--- config.mk ---
export PLATFORM = sky130hd
export DESIGN_NAME = row_clear_ctrl
export DESIGN_NICKNAME = d
export VERILOG_FILES = /design/src/rtl/row_clear_ctrl_pkg.sv /design/src/rtl/row_clear_ctrl_full_detect.sv /design/src/rtl/row_clear_ctrl.sv
export SDC_FILE = /design/constraint.sdc
export NUM_CORES = 1
export LEC_CHECK = 0
export BUFFER_PORTS_ARGS = -buffer_cell sky130_fd_sc_hd__buf_2
export CORE_MARGIN = 2
export CORE_UTILIZATION = 42
export CTS_CLUSTER_DIAMETER = 120
export DETAILED_ROUTE_END_ITERATION = 8
export GPL_TIMING_DRIVEN = 0
export PLACE_DENSITY = 0.69
export SKIP_LAST_GASP = 1
export SLEW_MARGIN = 20
export SYNTH_ARGS = -nofsm -noshare
export SYNTH_HDL_FRONTEND = slang
export SYNTH_SLANG_ARGS = --single-unit
--- constraint.sdc ---
create_clock -name clk -period 9.1 [get_ports clk]
set_input_delay 0 -clock clk [delete_from_list [all_inputs] [get_ports clk]]
set_output_delay 0 -clock clk [all_outputs]
set_load 0.02 [all_outputs]
--- src/rtl/row_clear_ctrl_pkg.sv ---
// Shared board geometry, state encoding and helpers for the row-clear sequencer.
package row_clear_ctrl_pkg;

  localparam int BOARD_WIDTH_BLK  = 10;
  localparam int BOARD_HEIGHT_BLK = 20;
  localparam int LINES_W          = 3;

  localparam logic [LINES_W-1:0] LINES_MAX = '1;

  typedef enum logic [2:0] {
    RC_IDLE,
    RC_SCAN,
    RC_SHIFT,
    RC_FLASH,
    RC_DONE
  } rc_state_e;

  function automatic logic [LINES_W-1:0] sat_inc(input logic [LINES_W-1:0] v);
    return (v == LINES_MAX) ? v : v + 1'b1;
  endfunction

endpackage

--- src/rtl/row_clear_ctrl_full_detect.sv ---
// Combinational "row is full" test: ANDs the BOARD_W bits of the selected row.
module row_full_detect
  import row_clear_ctrl_pkg::*;
#(
  parameter int BOARD_W = BOARD_WIDTH_BLK,
  parameter int BOARD_H = BOARD_HEIGHT_BLK,
  parameter int ROW_W   = (BOARD_H > 1) ? $clog2(BOARD_H) : 1
) (
  input  logic [BOARD_W*BOARD_H-1:0] board_i,
  input  logic [ROW_W-1:0]           row_i,
  output logic                       full_o
);

  logic [BOARD_W-1:0] rowBits;

  always_comb begin
    rowBits = '0;
    for (int r = 0; r < BOARD_H; r++) begin
      if (row_i == ROW_W'(r)) rowBits = board_i[r*BOARD_W +: BOARD_W];
    end
  end

  assign full_o = &rowBits;

endmodule

--- src/rtl/row_clear_ctrl.sv ---
// Row-clear sequencer: scans bottom-to-top, shifts full rows out one per pass.
// Optional flash hold before each shift is enabled by ROW_CLEAR_FLASH_EN.
module row_clear_ctrl
  import row_clear_ctrl_pkg::*;
#(
  parameter int BOARD_W      = BOARD_WIDTH_BLK,
  parameter int BOARD_H      = BOARD_HEIGHT_BLK,
  parameter int FLASH_CYCLES = 25000000
) (
  input  logic                       clk,
  input  logic                       rst_n,
  input  logic                       start,
  input  logic                       abort,
  input  logic [BOARD_W*BOARD_H-1:0] board_in,
  output logic [BOARD_W*BOARD_H-1:0] board_out,
  output logic                       busy,
  output logic                       done,
  output logic                       score_pulse,
  output logic [LINES_W-1:0]         lines_cleared,
  output logic [BOARD_H-1:0]         flash_mask
);

  localparam int ROW_W = (BOARD_H > 1) ? $clog2(BOARD_H) : 1;
  localparam int N     = BOARD_W * BOARD_H;

  rc_state_e          state_q, state_d;
  logic [ROW_W-1:0]   row_q, row_d;
  logic [N-1:0]       work_q, work_d;
  logic [LINES_W-1:0] count_q, count_d;
  logic [LINES_W-1:0] lines_q, lines_d;
  logic               done_q, done_d;
  logic               pulse_q, pulse_d;
  logic               rowFull;
  logic [N-1:0]       shifted;

`ifdef ROW_CLEAR_FLASH_EN
  localparam int FLASH_W = (FLASH_CYCLES > 1) ? $clog2(FLASH_CYCLES) : 1;
  logic [FLASH_W-1:0] flashCnt_q, flashCnt_d;
  logic [BOARD_H-1:0] flashMask_q, flashMask_d;
`else
  logic unused_flash;
  assign unused_flash = (FLASH_CYCLES != 0);
`endif

  row_full_detect #(
    .BOARD_W(BOARD_W),
    .BOARD_H(BOARD_H),
    .ROW_W  (ROW_W)
  ) u_full (
    .board_i(work_q),
    .row_i  (row_q),
    .full_o (rowFull)
  );

  // Rows 1..row_q drop by one; row 0 always becomes empty.
  always_comb begin
    shifted = work_q;
    shifted[0 +: BOARD_W] = '0;
    for (int r = 1; r < BOARD_H; r++) begin
      if (ROW_W'(r) <= row_q) shifted[r*BOARD_W +: BOARD_W] = work_q[(r-1)*BOARD_W +: BOARD_W];
    end
  end

  always_comb begin
    state_d = state_q;
    row_d   = row_q;
    work_d  = work_q;
    count_d = count_q;
`ifdef ROW_CLEAR_FLASH_EN
    flashCnt_d = flashCnt_q;
`endif
    unique case (state_q)
      RC_IDLE: begin
        if (start) begin
          work_d  = board_in;
          row_d   = ROW_W'(BOARD_H - 1);
          count_d = '0;
          state_d = RC_SCAN;
        end
      end
      RC_SCAN: begin
        if (rowFull) begin
`ifdef ROW_CLEAR_FLASH_EN
          flashCnt_d = '0;
          state_d    = RC_FLASH;
`else
          state_d    = RC_SHIFT;
`endif
        end else if (row_q != '0) begin
          row_d = row_q - 1'b1;
        end else begin
          state_d = RC_DONE;
        end
      end
      RC_SHIFT: begin
        work_d  = shifted;
        count_d = sat_inc(count_q);
        state_d = RC_SCAN;
      end
`ifdef ROW_CLEAR_FLASH_EN
      RC_FLASH: begin
        if (flashCnt_q == FLASH_W'(FLASH_CYCLES - 1)) state_d = RC_SHIFT;
        else flashCnt_d = flashCnt_q + 1'b1;
      end
`endif
      RC_DONE: state_d = RC_IDLE;
      default: state_d = RC_IDLE;
    endcase

    // Abort freezes the working data where it is and returns to idle.
    if (abort) begin
      state_d = RC_IDLE;
      row_d   = row_q;
      work_d  = work_q;
      count_d = count_q;
    end
  end

  always_comb begin
    done_d  = (state_q == RC_DONE) && !abort;
    pulse_d = (state_q == RC_SHIFT) && !abort;
    lines_d = ((state_q == RC_DONE) && !abort) ? count_q : lines_q;
`ifdef ROW_CLEAR_FLASH_EN
    flashMask_d = ((state_q == RC_FLASH) && !abort) ? (BOARD_H'(1) << row_q) : '0;
`endif
  end

  always_ff @(posedge clk or negedge rst_n) begin
    if (!rst_n) begin
      state_q <= RC_IDLE;
      row_q   <= '0;
      work_q  <= '0;
      count_q <= '0;
      lines_q <= '0;
      done_q  <= 1'b0;
      pulse_q <= 1'b0;
`ifdef ROW_CLEAR_FLASH_EN
      flashCnt_q  <= '0;
      flashMask_q <= '0;
`endif
    end else begin
      state_q <= state_d;
      row_q   <= row_d;
      work_q  <= work_d;
      count_q <= count_d;
      lines_q <= lines_d;
      done_q  <= done_d;
      pulse_q <= pulse_d;
`ifdef ROW_CLEAR_FLASH_EN
      flashCnt_q  <= flashCnt_d;
      flashMask_q <= flashMask_d;
`endif
    end
  end

  assign board_out     = work_q;
  assign busy          = (state_q == RC_SCAN) || (state_q == RC_SHIFT) || (state_q == RC_FLASH);
  assign done          = done_q;
  assign score_pulse   = pulse_q;
  assign lines_cleared = lines_q;
`ifdef ROW_CLEAR_FLASH_EN
  assign flash_mask    = flashMask_q;
`else
  assign flash_mask    = '0;
`endif

endmodule
==> qor.txt <==
Run status - complete, no violations
Antenna Nets Post-Route - 0
Mapped Area - 0.01253 mm2
Core ar. - 0.02948 mm2
Unique masters post-synth - 83
Commonest cells post-synth - 325 x nand2_1, 216 x dfrtp_1, 155 x o21ai_0
Cells after Synth - 1469
Worst slew pin tran - 1.184 ns
Async S/R FF share, synth - 100.0%
Starting Density - 42.51%
Lkg Pwr - 8.057 nW
Clock Skew - 0.03456 ns
Via Count - 14845
Die Y - 176.7 um
Grt ovf - 0
CP required - 9.55 ns
DRT Wirelength - 56610 um
Mean number of vias per cell - 5.854
Cell mode on critical path - buf_2
Seq/Total Area, Yosys - 43.13%
Pin count of the biggest net entering global routing - 77
Most instantiated library cell after synthesis - nand2_1
CP endpoint - row_q[0]
Post-Synth Simple-Gate Area - 21.61%
Post-detail-place hpwl - 40990 um
CP startpoint kind - flip-flop
Synth Area in Compound Gates - 18.70%
All-Layer GR Usage - 35.17%
Total clock sinks - 216
Worst-path clk slew - 0.06 ns
Synth Area in XOR/XNOR - 0.06989%
Antenna violations before repair - 1
Die Span X - 176.7 um
Worst r2r src - row_q[0]
Flop2flop setup slack - 4.35 ns
Max incr delay on CP - 0.69 ns
Arrival @ worst endpoint - 5.21 ns
Min-delay worst type - input port to asynchronous set/reset pin
Layout cells sized above 1 - 24.02%
Commonest register cell after synthesis - dfrtp_1
Max VDD drop - 0.0001199 V
EDFF count, synth - 0
Final GP Congestion - 0.9500
I/O pins - 430
CTS tree - done
Max Fclk - 210.4 MHz
Crit end category - flip-flop
Nets - 2338
First-pass GRT wire length - 84750 um
Final setup viols - 0
Post-synthesis adder-cell area fraction - 0.6989%
DRC errors left - 0
First DRT Iteration DRCs - 1594
Clk buf depth - 3
Largest family of logic cells by synthesized area - simple AND/OR/NAND/NOR gates
Post-synthesis mux area share - 10.34%
Worst-path cell chain - buf_2 > clkbuf_1 > inv_1 > ha_1 > buf_2 > buf_2 > buf_1 > a21oi_1 > o32a_1 > o31ai_1 > o211ai_1 > a31oi_1 > o211ai_1 > nor3_2 > o211ai_4 > nand2_2 > mux2i_1
Pwr Total - 3.310 mW
Fin crit share - 52.23%
Top-area cell type share of the netlist area - 43.13%
Synth area leaders - dfrtp_1 43%, mux2i_1 10%, nand2_1 9.7%
CTS H-tree depth - 1
Max transition margin - 20.33%
Setup TNS - 0 ns
# fillers - 2520
Dominant cell type by area after synthesis - dfrtp_1
CTS Buf Count - 24
DR pass1 iterations - 6
RSZ-0062 raised after global routing - no
Die ar. - 0.03124 mm2
CP startpoint - row_q[0]
FF/Latch Area - 0.005405 mm2
Yosys reg bits - 216
Tmin final - 4.753 ns
Avg Inst Size Synth - 8.531 um2
Routed len/inst - 22.32 um
R2R cell count - 17
Rows - 63
Clk_lat worst skew - 0.55 ns
Slew Viols, Final - 0
CP Max Fanout - 10
Clk root buf - clkbuf_16
Crit Path Category - flip-flop to flip-flop
PortBufs - 408
Final Hold Vio Count - 0
Critical Path Slowest Stage Cell - buf_1
Worst flop-to-flop path endpoint - row_q[0]
Post_cts resized - 0
Area taken by multi-input logic gates - 0.006519 mm2
Yosys warnings - 0
Number of global-route vias before repair - 14769
Max-Cap Viols - 0
Area delta synth->final - 43.74%
Power Density - 183.8 mW/mm2
[per-layer routing]
metal	share of wire, %	global-route usage (%)
met4	4.8	17.18
met3	9.7	6.336
met2	47	57.93
met5	0	0
met1	39	44.64
[registers in the layout (all words and copies together) (netlist names)]
signal         flops
row_q              5
count_q            3
lines_cleared      3
state_q            3
score_pulse        1
done               1
board_out        200
[cell type report]
type | instances | share of cell area [%]
clock buffers | 38 | 3.959
diodes | 2 | 0.02778
well taps | 390 | 2.709
flip-flops and latches | 216 | 30.01
repair buffers | 613 | 22.98
inverters | 11 | 0.2292
clock inverters | 5 | 0.3612
plain buffers | 140 | 3.542
multi-input cells | 1121 | 36.19
[cell usage in the layout (no fill, tap or decap), types with 4 or more instances in the layout]
cell type / Yosys / layout
a211oi_1: 14 / 14
a21oi_1: 36 / 36
a221o_1: 7 / 7
a221oi_1: 8 / 8
a22o_1: 7 / 7
a31oi_1: 82 / 82
a32oi_1: 4 / 4
and3_1: 12 / 12
buf_2: 18 / 425
buf_4: 24 / 24
clkbuf_1: 95 / 103
clkbuf_16: 0 / 24
clkbuf_8: 0 / 6
conb_1: 1 / 20
dfrtp_1: 216 / 216
dlygate4sd3_1: 0 / 203
ha_1: 7 / 7
inv_1: 9 / 9
mux2_2: 4 / 4
mux2i_1: 125 / 125
nand2_1: 325 / 325
nand2b_1: 6 / 6
nand3_1: 17 / 17
nand3b_1: 7 / 7
nand4_1: 11 / 11
nand4bb_1: 5 / 5
nor2_1: 116 / 116
nor2b_1: 8 / 8
nor3_1: 22 / 22
nor4_1: 12 / 12
nor4bb_1: 4 / 4
o211ai_1: 8 / 8
o21ai_0: 155 / 155
o21ai_1: 5 / 5
o22ai_1: 6 / 6
o31ai_1: 5 / 5
or3_1: 8 / 8
[kinds of logic after synthesis]
logic type                 after synthesis
buffers and inverters                  151
xor gates and xnor gates                 1
AOI/OAI and AO/OA                      374
DFF                                    216
other                                    1
adders and majority gates                7
muxes                                  129
and+or+nand+nor                        590
[worst min-delay path by stage]
| stage | depth (start not counted) | slack, ns | startpoint | endpoint |
|---|---|---|---|---|
| floorplan | 0 | -0.30 | rst_n | board_out[0] |
| global placement | 2 | 0.22 | board_in[6] | board_out[6] |
| detailed placement | 1 | 0.004 | rst_n | board_out[43] |
| CTS | 2 | 0.03 | rst_n | board_out[43] |
| global route | 2 | 0.07 | rst_n | board_out[20] |
| finish | 2 | 0.02 | rst_n | board_out[23] |
[stage by stage]
stage / utilization, % / setup slack, ns / cell area, um2 / hold WS, ns / std cells
finish: 61.10 / 4.347 / 18010 / 0.01531 / 2536
floorplan: - / 5.771 / 12600 / -0.2956 / 1488
CTS: 61.09 / 4.502 / 18010 / 0.03099 / 2534
global route: 61.09 / 4.255 / 18010 / 0.07438 / 2535
global placement: 51.33 / 4.319 / 15130 / 0.2199 / 2286
detailed placement: 51.55 / 4.515 / 15200 / 0.004397 / 2288
[worst max-delay path, delay by kind of cell, from the launching register on]
family	cells	cell delay, ns
buffers and inverters	6	2.10
AO/OA/AOI/OAI	7	1.22
multiplexers	1	0.25
AND/OR/NAND/NOR	2	0.36
adder cells (fa/ha/maj)	1	0.30
flip-flops	1	0.45
[report_power, final]
group	internal [mW]	switching [mW]	leakage (nW)
Combinational	0.350	0.592	5.08
Sequential	1.12	0.271	2.59
Clock	0.565	0.408	0.381
Total	2.04	1.27	8.06
[timing repair]
item | 4_1_cts | 5_1_grt
hold buffers | 203 | 0
hold endpoints to repair | 421 | 0
setup buffers | 0 | 0
Power figures use the tool's default switching activity.
